`config.mk`:
```
export PLATFORM = sky130hd
export DESIGN_NAME = spi_rx_deserializer_flat
export DESIGN_NICKNAME = d
export VERILOG_FILES = /design/src/rtl/spi_pkg.sv /design/src/rtl/spi_rx_deserializer_if.sv /design/src/rtl/spi_clk_edge.sv /design/src/rtl/spi_rx_deserializer.sv /design/src/flat_wrapper.sv
export SDC_FILE = /design/constraint.sdc
export NUM_CORES = 1
export LEC_CHECK = 0
export BUFFER_PORTS_ARGS = -buffer_cell sky130_fd_sc_hd__clkbuf_2
export CAP_MARGIN = 20
export CELL_PAD_IN_SITES_DETAIL_PLACEMENT = 0
export CELL_PAD_IN_SITES_GLOBAL_PLACEMENT = 2
export CORE_MARGIN = 4
export CORE_UTILIZATION = 38
export DETAILED_ROUTE_END_ITERATION = 7
export PLACE_DENSITY_LB_ADDON = 0.1
export RECOVER_POWER = 100
export SYNTH_ARGS = -nofsm -noshare
export SYNTH_HDL_FRONTEND = slang
export SYNTH_HIERARCHICAL = 1
export SYNTH_SLANG_ARGS = --single-unit
export TNS_END_PERCENT = 50
```
`constraint.sdc`:
```
create_clock -name clk -period 5.5 [get_ports clk]
set_input_delay 0.55 -clock clk [delete_from_list [all_inputs] [get_ports clk]]
set_output_delay 0.55 -clock clk [all_outputs]
set_load 0.05 [all_outputs]
```
`src/rtl/spi_pkg.sv`:
```
// -----------------------------------------------------------------------------
// spi_pkg
// Shared definitions for the SPI peripheral: receive FSM state encoding,
// SPI mode constants ({CPOL, CPHA}), register map offsets and status bit
// positions, plus a helper that builds a right-justified word mask.
// No ports (package).
// -----------------------------------------------------------------------------
package spi_pkg;

  typedef enum logic [1:0] {
    IDLE  = 2'd0,
    SHIFT = 2'd1,
    DONE  = 2'd2
  } state_t;

  // {CPOL, CPHA}
  localparam logic [1:0] MODE0 = 2'b00;
  localparam logic [1:0] MODE1 = 2'b01;
  localparam logic [1:0] MODE2 = 2'b10;
  localparam logic [1:0] MODE3 = 2'b11;

  // Register map (byte offsets)
  localparam logic [3:0] ADDR_DATA   = 4'h0;
  localparam logic [3:0] ADDR_STATUS = 4'h4;
  localparam logic [3:0] ADDR_CTRL   = 4'h8;
  localparam logic [3:0] ADDR_BRD    = 4'hC;

  // STATUS register bit indices
  localparam int STAT_TXFE = 0;
  localparam int STAT_TXFF = 1;
  localparam int STAT_RXFE = 2;
  localparam int STAT_RXFF = 3;
  localparam int STAT_RXFO = 4;
  localparam int STAT_BUSY = 5;

  // CTRL register bit indices
  localparam int CTRL_ENABLE = 15;

  // Mask covering the low (size + 1) bits; size is bits-per-word minus 1.
  function automatic logic [31:0] size_mask(input logic [4:0] size);
    return 32'hFFFF_FFFF >> (5'd31 - size);
  endfunction

endpackage

```
`src/rtl/spi_rx_deserializer_if.sv`:
```
// -----------------------------------------------------------------------------
// spi_rx_deserializer_if
// Push-side link between the RX deserializer and the RX FIFO.
//   rx_data  : completed word, right-justified
//   rx_valid : one-cycle push strobe
//   rx_abort : one-cycle pulse when a partial word is discarded
//   rx_ready : FIFO can accept a word (not full)
// master = deserializer, slave = FIFO.
// -----------------------------------------------------------------------------
interface spi_rx_deserializer_if;
  logic [31:0] rx_data;
  logic        rx_valid;
  logic        rx_abort;
  logic        rx_ready;

  modport master (output rx_data, output rx_valid, output rx_abort, input rx_ready);
  modport slave  (input rx_data, input rx_valid, input rx_abort, output rx_ready);
endinterface

```
`src/rtl/spi_clk_edge.sv`:
```
// -----------------------------------------------------------------------------
// spi_clk_edge
// Registers the SPI clock level once and flags transitions in the cycle where
// the current and previous levels differ.
//   clk, reset : system clock, asynchronous active-low reset
//   spi_clk    : SPI clock level (clk domain)
//   mode       : {CPOL, CPHA} selecting the sample edge
//   rise, fall : one-cycle edge pulses
//   sample     : rise in modes 0/3, fall in modes 1/2
// -----------------------------------------------------------------------------
module spi_clk_edge
  import spi_pkg::*;
(
  input  logic       clk,
  input  logic       reset,
  input  logic       spi_clk,
  input  logic [1:0] mode,
  output logic       rise,
  output logic       fall,
  output logic       sample
);

  logic clk_prev;

  always_ff @(posedge clk or negedge reset) begin
    if (!reset) clk_prev <= 1'b0;
    else        clk_prev <= spi_clk;
  end

  assign rise   =  spi_clk & ~clk_prev;
  assign fall   = ~spi_clk &  clk_prev;
  assign sample = ((mode == MODE0) || (mode == MODE3)) ? rise : fall;

endmodule

```
`src/rtl/spi_rx_deserializer.sv`:
```
// -----------------------------------------------------------------------------
// spi_rx_deserializer
// Receive shift engine: samples MISO on the mode-selected SPI clock edge,
// assembles MSB-first words of word_size+1 bits and pushes them to the RX
// FIFO with a one-cycle strobe. Sticky overflow when the FIFO is full.
//   clk, reset     : system clock, asynchronous active-low reset
//   enable         : low forces IDLE
//   word_size      : bits per word minus 1 (taken modulo MAX_BITS)
//   mode           : {CPOL, CPHA}
//   spi_clk_in     : SPI clock level from the baud divider
//   frame_active   : chip select asserted
//   spi_rx         : MISO pin
//   clear_overflow : W1C pulse for rx_overflow
//   rx_overflow    : sticky dropped-word flag
//   busy           : high in SHIFT or DONE
//   fifo           : rx_data / rx_valid / rx_abort / rx_ready
// Build option: SPI_RX_SYNC_EN adds a 2-flop synchronizer on spi_rx and a
// matching 2-flop delay on spi_clk_in.
// -----------------------------------------------------------------------------
module spi_rx_deserializer
  import spi_pkg::*;
#(
  parameter int MAX_BITS = 32
) (
  input  logic       clk,
  input  logic       reset,
  input  logic       enable,
  input  logic [4:0] word_size,
  input  logic [1:0] mode,
  input  logic       spi_clk_in,
  input  logic       frame_active,
  input  logic       spi_rx,
  input  logic       clear_overflow,
  output logic       rx_overflow,
  output logic       busy,
  spi_rx_deserializer_if.master fifo
);

  logic rx_s;
  logic spi_clk_s;

`ifdef SPI_RX_SYNC_EN
  // Clock gets the same delay as data so the sample still lands mid-bit.
  logic [1:0] rx_sync_reg;
  logic [1:0] clk_sync_reg;

  always_ff @(posedge clk or negedge reset) begin
    if (!reset) begin
      rx_sync_reg  <= 2'b00;
      clk_sync_reg <= 2'b00;
    end else begin
      rx_sync_reg  <= {rx_sync_reg[0], spi_rx};
      clk_sync_reg <= {clk_sync_reg[0], spi_clk_in};
    end
  end

  assign rx_s      = rx_sync_reg[1];
  assign spi_clk_s = clk_sync_reg[1];
`else
  assign rx_s      = spi_rx;
  assign spi_clk_s = spi_clk_in;
`endif

  state_t              state_reg, state_next;
  logic [4:0]          count_reg, count_next;
  logic [4:0]          size_reg, size_next;
  logic [1:0]          mode_reg, mode_next;
  logic [MAX_BITS-1:0] shreg_reg, shreg_next;
  logic [31:0]         data_reg, data_next;
  logic                overflow_reg, overflow_next;
  logic                valid;
  logic                abort;
  logic                sample;
  logic                unused_rise;
  logic                unused_fall;
  logic [4:0]          size_eff;
  logic [31:0]         word_masked;

  assign size_eff    = 5'(32'(word_size) % 32'(MAX_BITS));
  assign word_masked = 32'(shreg_reg) & size_mask(size_reg);

  // Edge selection uses the mode latched at frame start.
  spi_clk_edge u_edge (
    .clk     (clk),
    .reset   (reset),
    .spi_clk (spi_clk_s),
    .mode    (mode_reg),
    .rise    (unused_rise),
    .fall    (unused_fall),
    .sample  (sample)
  );

  always_ff @(posedge clk or negedge reset) begin
    if (!reset) begin
      state_reg    <= IDLE;
      count_reg    <= '0;
      size_reg     <= '0;
      mode_reg     <= MODE0;
      shreg_reg    <= '0;
      data_reg     <= '0;
      overflow_reg <= 1'b0;
    end else begin
      state_reg    <= state_next;
      count_reg    <= count_next;
      size_reg     <= size_next;
      mode_reg     <= mode_next;
      shreg_reg    <= shreg_next;
      data_reg     <= data_next;
      overflow_reg <= overflow_next;
    end
  end

  always_comb begin
    state_next    = state_reg;
    count_next    = count_reg;
    size_next     = size_reg;
    mode_next     = mode_reg;
    shreg_next    = shreg_reg;
    data_next     = data_reg;
    overflow_next = overflow_reg & ~clear_overflow;
    valid         = 1'b0;
    abort         = 1'b0;

    if (!enable) begin
      state_next = IDLE;
      shreg_next = '0;
      count_next = size_eff;
    end else begin
      case (state_reg)
        IDLE: begin
          shreg_next = '0;
          count_next = size_eff;
          if (frame_active) begin
            size_next  = size_eff;
            mode_next  = mode;
            state_next = SHIFT;
          end
        end

        SHIFT: begin
          if (!frame_active) begin
            // count still at the reload value means no bit was taken yet
            abort      = (count_reg != size_reg);
            shreg_next = '0;
            count_next = size_reg;
            state_next = IDLE;
          end else if (sample) begin
            shreg_next = {shreg_reg[MAX_BITS-2:0], rx_s};
            if (count_reg == 5'd0) state_next = DONE;
            else                   count_next = count_reg - 5'd1;
          end
        end

        DONE: begin
          if (fifo.rx_ready) begin
            valid     = 1'b1;
            data_next = word_masked;
          end else begin
            overflow_next = 1'b1;   // set beats a coincident clear
          end
          shreg_next = '0;
          count_next = size_reg;
          if (!frame_active) begin
            state_next = IDLE;
          end else if (sample) begin
            // First bit of the next word arrived during DONE.
            shreg_next = {{(MAX_BITS-1){1'b0}}, rx_s};
            if (size_reg == 5'd0) begin
              state_next = DONE;
            end else begin
              count_next = size_reg - 5'd1;
              state_next = SHIFT;
            end
          end else begin
            state_next = SHIFT;
          end
        end

        default: state_next = IDLE;
      endcase
    end
  end

  // New word is visible in the strobe cycle; the register keeps it afterwards.
  assign fifo.rx_data  = valid ? word_masked : data_reg;
  assign fifo.rx_valid = valid;
  assign fifo.rx_abort = abort;
  assign rx_overflow   = overflow_reg;
  assign busy          = (state_reg != IDLE);

endmodule
```
`src/flat_wrapper.sv`:
```
// flat-port wrapper written by rule: the top's interface ports become plain ports
module spi_rx_deserializer_flat import spi_pkg::*;
#(
  parameter int MAX_BITS = 32
)
  (clk, reset, enable, word_size, mode, spi_clk_in, frame_active, spi_rx, clear_overflow, rx_overflow, busy, fifo_rx_data, fifo_rx_valid, fifo_rx_abort, fifo_rx_ready);
  spi_rx_deserializer_if fifo_i ();
  input  logic clk;
  input  logic reset;
  input  logic enable;
  input  logic [4:0] word_size;
  input  logic [1:0] mode;
  input  logic spi_clk_in;
  input  logic frame_active;
  input  logic spi_rx;
  input  logic clear_overflow;
  output logic rx_overflow;
  output logic busy;
  output wire logic [$bits(fifo_i.rx_data)-1:0] fifo_rx_data;
  output wire logic [$bits(fifo_i.rx_valid)-1:0] fifo_rx_valid;
  output wire logic [$bits(fifo_i.rx_abort)-1:0] fifo_rx_abort;
  input wire logic [$bits(fifo_i.rx_ready)-1:0] fifo_rx_ready;
  assign fifo_rx_data = fifo_i.rx_data;
  assign fifo_rx_valid = fifo_i.rx_valid;
  assign fifo_rx_abort = fifo_i.rx_abort;
  assign fifo_i.rx_ready = fifo_rx_ready;
  spi_rx_deserializer #(.MAX_BITS(MAX_BITS)) u_core (.clk(clk), .reset(reset), .enable(enable), .word_size(word_size), .mode(mode), .spi_clk_in(spi_clk_in), .frame_active(frame_active), .spi_rx(spi_rx), .clear_overflow(clear_overflow), .rx_overflow(rx_overflow), .busy(busy), .fifo(fifo_i));
endmodule
```
==> impl_results.md <==
- Status: complete, but fails checks
- Failing checks: max-capacitance violations, max-slew violations
- Register area share after synthesis: about half
- I/O pins: between 50 and 60
- Core Box Area: approximately 0.010 mm2
- Worst EP arrival: about 3800 ps
- # Post-CTS Setup Buffers: 0
- CP Class: flop to primary output
- Power Density: 332.4 mW/mm2
- Final Hold Viols: 0
- Cell depth of the worst hold path: 1
- Worst-path clk slew: ~80 ps
- Fin crit period: between 4000 and 5000 ps
- Worst path top cell family by delay: buffers and inverters
- Int Power: roughly 0.00093 W
- Grt total ovfl: 0
- Hold endpoint: u_core/u_edge/clk_prev
- Most used cell, CP: inv_1
- Wl on met1: roughly 5.2 mm
- Root buffer selected by CTS: clkbuf_8
- Relative slew slack: -20.38%
- Setup TNS: 0 ps
- Finished Layout Cells: ~640
- Share of cells above drive strength 1: 11.00%
- Post-route cell area: 0.004553 mm2
- Register share of total power: 46.3%
- Post_cts resized: 0
- Worst-Margin Slew: 1806 ps
- Syn avg cell area: between 8 and 9 um2
- Achievable Freq: 231.0 MHz
- Comb pwr share: 28.0%
- N_diodes: 0
- Yosys cell types: between 40 and 50
- CTS Hold Bufs: 0
- Syn. warnings: 6
- FF-to-FF Start: u_core/state_reg[1]
- Max cap viols: 3
- R2R cell count: 8
- Largest stage delay on the critical path: about 940 ps
- Worst Path Required: about 5000 ps
- Initial core utilization: around two fifths
- Clk pwr share: approximately 26%
- Area grow syn2layout: 11.05%
- Filler cells: between 1,000 and 1,500
- R2r setup slk: 2280 ps
- Final wirelength: between 10 and 15 mm
- Initial DRC Count: 168
- Max Slew Vio Count: between 90 and 100
- First-pass GRT wire length: between 15 and 20 mm
- Hold Crit Class: input pin to flop
- Hold Path Origin: spi_clk_in
- Gate Count Post-Synth: around 460
- PortBufs: 50
- Row count: 37
- CTS Buffer Depth: 2
- Pin count of the biggest net entering global routing: slightly above 80
- Clock Skews: ~16 ps
- Met2 wire length: 4.709 mm
- Initial antenna violation count: 0
- Vias per cell: 5.343
- Yosys reg bits: 80
- GRT Resource Usage Total: 17.73%
- Final net count: 520
- CP Cell Sequence: inv_1 -> ha_1 -> nand3_1 -> inv_1 -> o2111ai_1 -> nand2_1 -> clkbuf_1
- Worst-Skew Late Latency: 350 ps
- Uppermost layer routed: met4
- RSZ-0062 raised after global routing: no
- Vias: between 3,000 and 4,000
- Leak: around 2.2 nW
- Sw power: 0.0005812 W
- H-tree depth: 3
- Synthesized cell area: between 0.004 and 0.005 mm2
- First-pass detailed-route iteration total: 4
- Post-place instance area: roughly 0.0044 mm2
- Sw frac: around 38%
- R2R Path End: u_core/count_reg[2]
- CTS tree: yes
- Peak VDD IR: just under 0.2 mV
- CP Capture Type: primary output
- CP max stage cell: nand3_1
- Setup violations, final: 0
- Remaining antenna violation count: 0
- Synthesized Nets: about 490
- Tcrit/Tclk final: approximately four fifths
- Inst Count DP: 620
- Post-DP HPWL: 6.927 mm
- Met3 Wirelength: 532 um
- Final core occ: 43.71%
- Worst Path Max Fanout: 36
- Startpoint Class: flop
- Total CTS buffers: 9
- Die footprint: 0.01252 mm2
- DIE WIDTH: 111.9 um
- Gp weighted congestion: about 0.80
- WL per Instance: about 17 um
- Vias in the first global route: around 3,400
- CP Buf/Inv Count: 3
- Drt drc: 0
- Die Span Y: about 110 um
- Clock Sinks: 80
-- cells by family after synthesis --
| kind of cell | share of synthesized area [%] |
|---|---|
| buffers and inverters | 5.188 |
| muxes | 3.082 |
| and+or+nand+nor | 21.51 |
| AOI/OAI and AO/OA | 16.72 |
| adders and majority gates | 2.746 |
| DFF | 48.83 |
| xor gates and xnor gates | 1.922 |
-- placed cells by master, fill, tap and decap left out, types with 2 or more instances in the layout --
cell type and n:
o21ai_0 45, clkbuf_2 17, clkbuf_1 35, xnor2_1 5, and2b_1 2, ha_1 9
nand2b_1 2, a31oi_1 4, nor4_1 2, dfrtp_1 80, o311ai_0 2, a32o_1 6
o31ai_1 2, a22o_1 8, or3_1 2, clkinvlp_4 3, nand3_1 43, a21oi_1 12
buf_4 4, mux2_2 9, o41ai_1 3, o22ai_1 3, clkbuf_8 9, nor2_1 9
o2111ai_1 3, o21ai_1 3, inv_1 15, o21a_1 4, nor3_1 7, nand2_1 125
xor2_1 4
-- power by group through the flow --
stage	Clock [W]	Combinational [W]	Sequential [W]
finish	0.000389	0.000424	0.000700
floorplan	0	0.000342	0.000670
global placement	0	0.000435	0.000713
CTS	0.000404	0.000437	0.000702
detailed placement	0	0.000436	0.000713
global route	0.000431	0.000481	0.000709
-- through the flow --
stage | hold slack [ps] | total power (W) | setup slack [ps]
2_1_floorplan | 254.4 | 0.001012 | 2119
3_3_place_gp | 443.6 | 0.001147 | 2239
3_5_place_dp | 450.7 | 0.001149 | 2147
4_1_cts | 317.0 | 0.001542 | 1751
5_1_grt | 319.0 | 0.001620 | 749.3
6_report | 333.9 | 0.001513 | 1171
-- per-layer routing --
metal  track usage [%]  vias to the layer above
met5                 0                        -
met4             4.947                        0
met3             3.696                       11
met2             27.10                       78
met1             25.51                     1646
li1                  -                     1663
-- worst max-delay path by stage --
stage,startpoint,to,cells after the start
2_1_floorplan,u_core/size_reg[1],fifo_rx_data[25],5
3_3_place_gp,u_core/state_reg[0],fifo_rx_data[27],7
4_1_cts,u_core/state_reg[0],fifo_rx_data[27],7
3_5_place_dp,u_core/state_reg[0],fifo_rx_data[27],7
6_report,u_core/state_reg[0],fifo_rx_data[17],7
5_1_grt,u_core/state_reg[0],fifo_rx_data[17],7
-- cell usage after synthesis (all sizes together) --
cell type	number	area, um2
o22ai	3	18.77
ha	9	112.6
nor4b	1	15.01
nand3	43	215.2
nor4	2	12.51
o211ai	1	7.510
o2111ai	3	26.28
and2b	2	15.01
o211a	1	10.01
or3	2	12.51
and2	1	6.260
o31ai	2	15.01
o41ai	3	26.28
a311oi	1	8.760
nand2	125	469.2
mux2i	1	10.01
and3b	1	8.760
a211o	1	8.760
xor2	4	35.03
or4	1	11.26
nor2	10	37.54
inv	15	56.30
a41oi	1	27.53
a22o	8	70.07
buf	22	115.1
a21o	1	7.510
a221oi	1	8.760
clkbuf	11	41.29
a31oi	4	25.02
o21ai	49	245.2
nand2b	3	26.27
o21a	4	30.03
or2	1	6.260
xnor2	5	43.79
o311ai	2	17.52
a32o	6	60.06
dfrtp	80	2002
mux2	10	116.4
nor3	7	40.04
nand4	1	6.260
a211oi	1	12.51
a21oi	12	60.06
-- worst register-to-register path, cell delays in order (launching register included) --
cell and delay [ps]:
dfrtp_1 410, inv_1 90, ha_1 470, and3b_1 280, o21a_1 130, clkbuf_1 1280
a41oi_4 100, o21ai_0 250, o21ai_1 90
-- layout make-up --
type / count / area, um2 / area share, %
Clock inverter: 6 / 45.04 / 0.9893
Sequential cell: 80 / 2002 / 43.97
Inverter: 15 / 56.30 / 1.237
Multi-Input combinational cell: 333 / 1882 / 41.33
Timing Repair Buffer: 57 / 274.0 / 6.018
Tap cell: 136 / 170.2 / 3.737
Clock buffer: 9 / 123.9 / 2.721
Power figures use the tool's default switching activity.
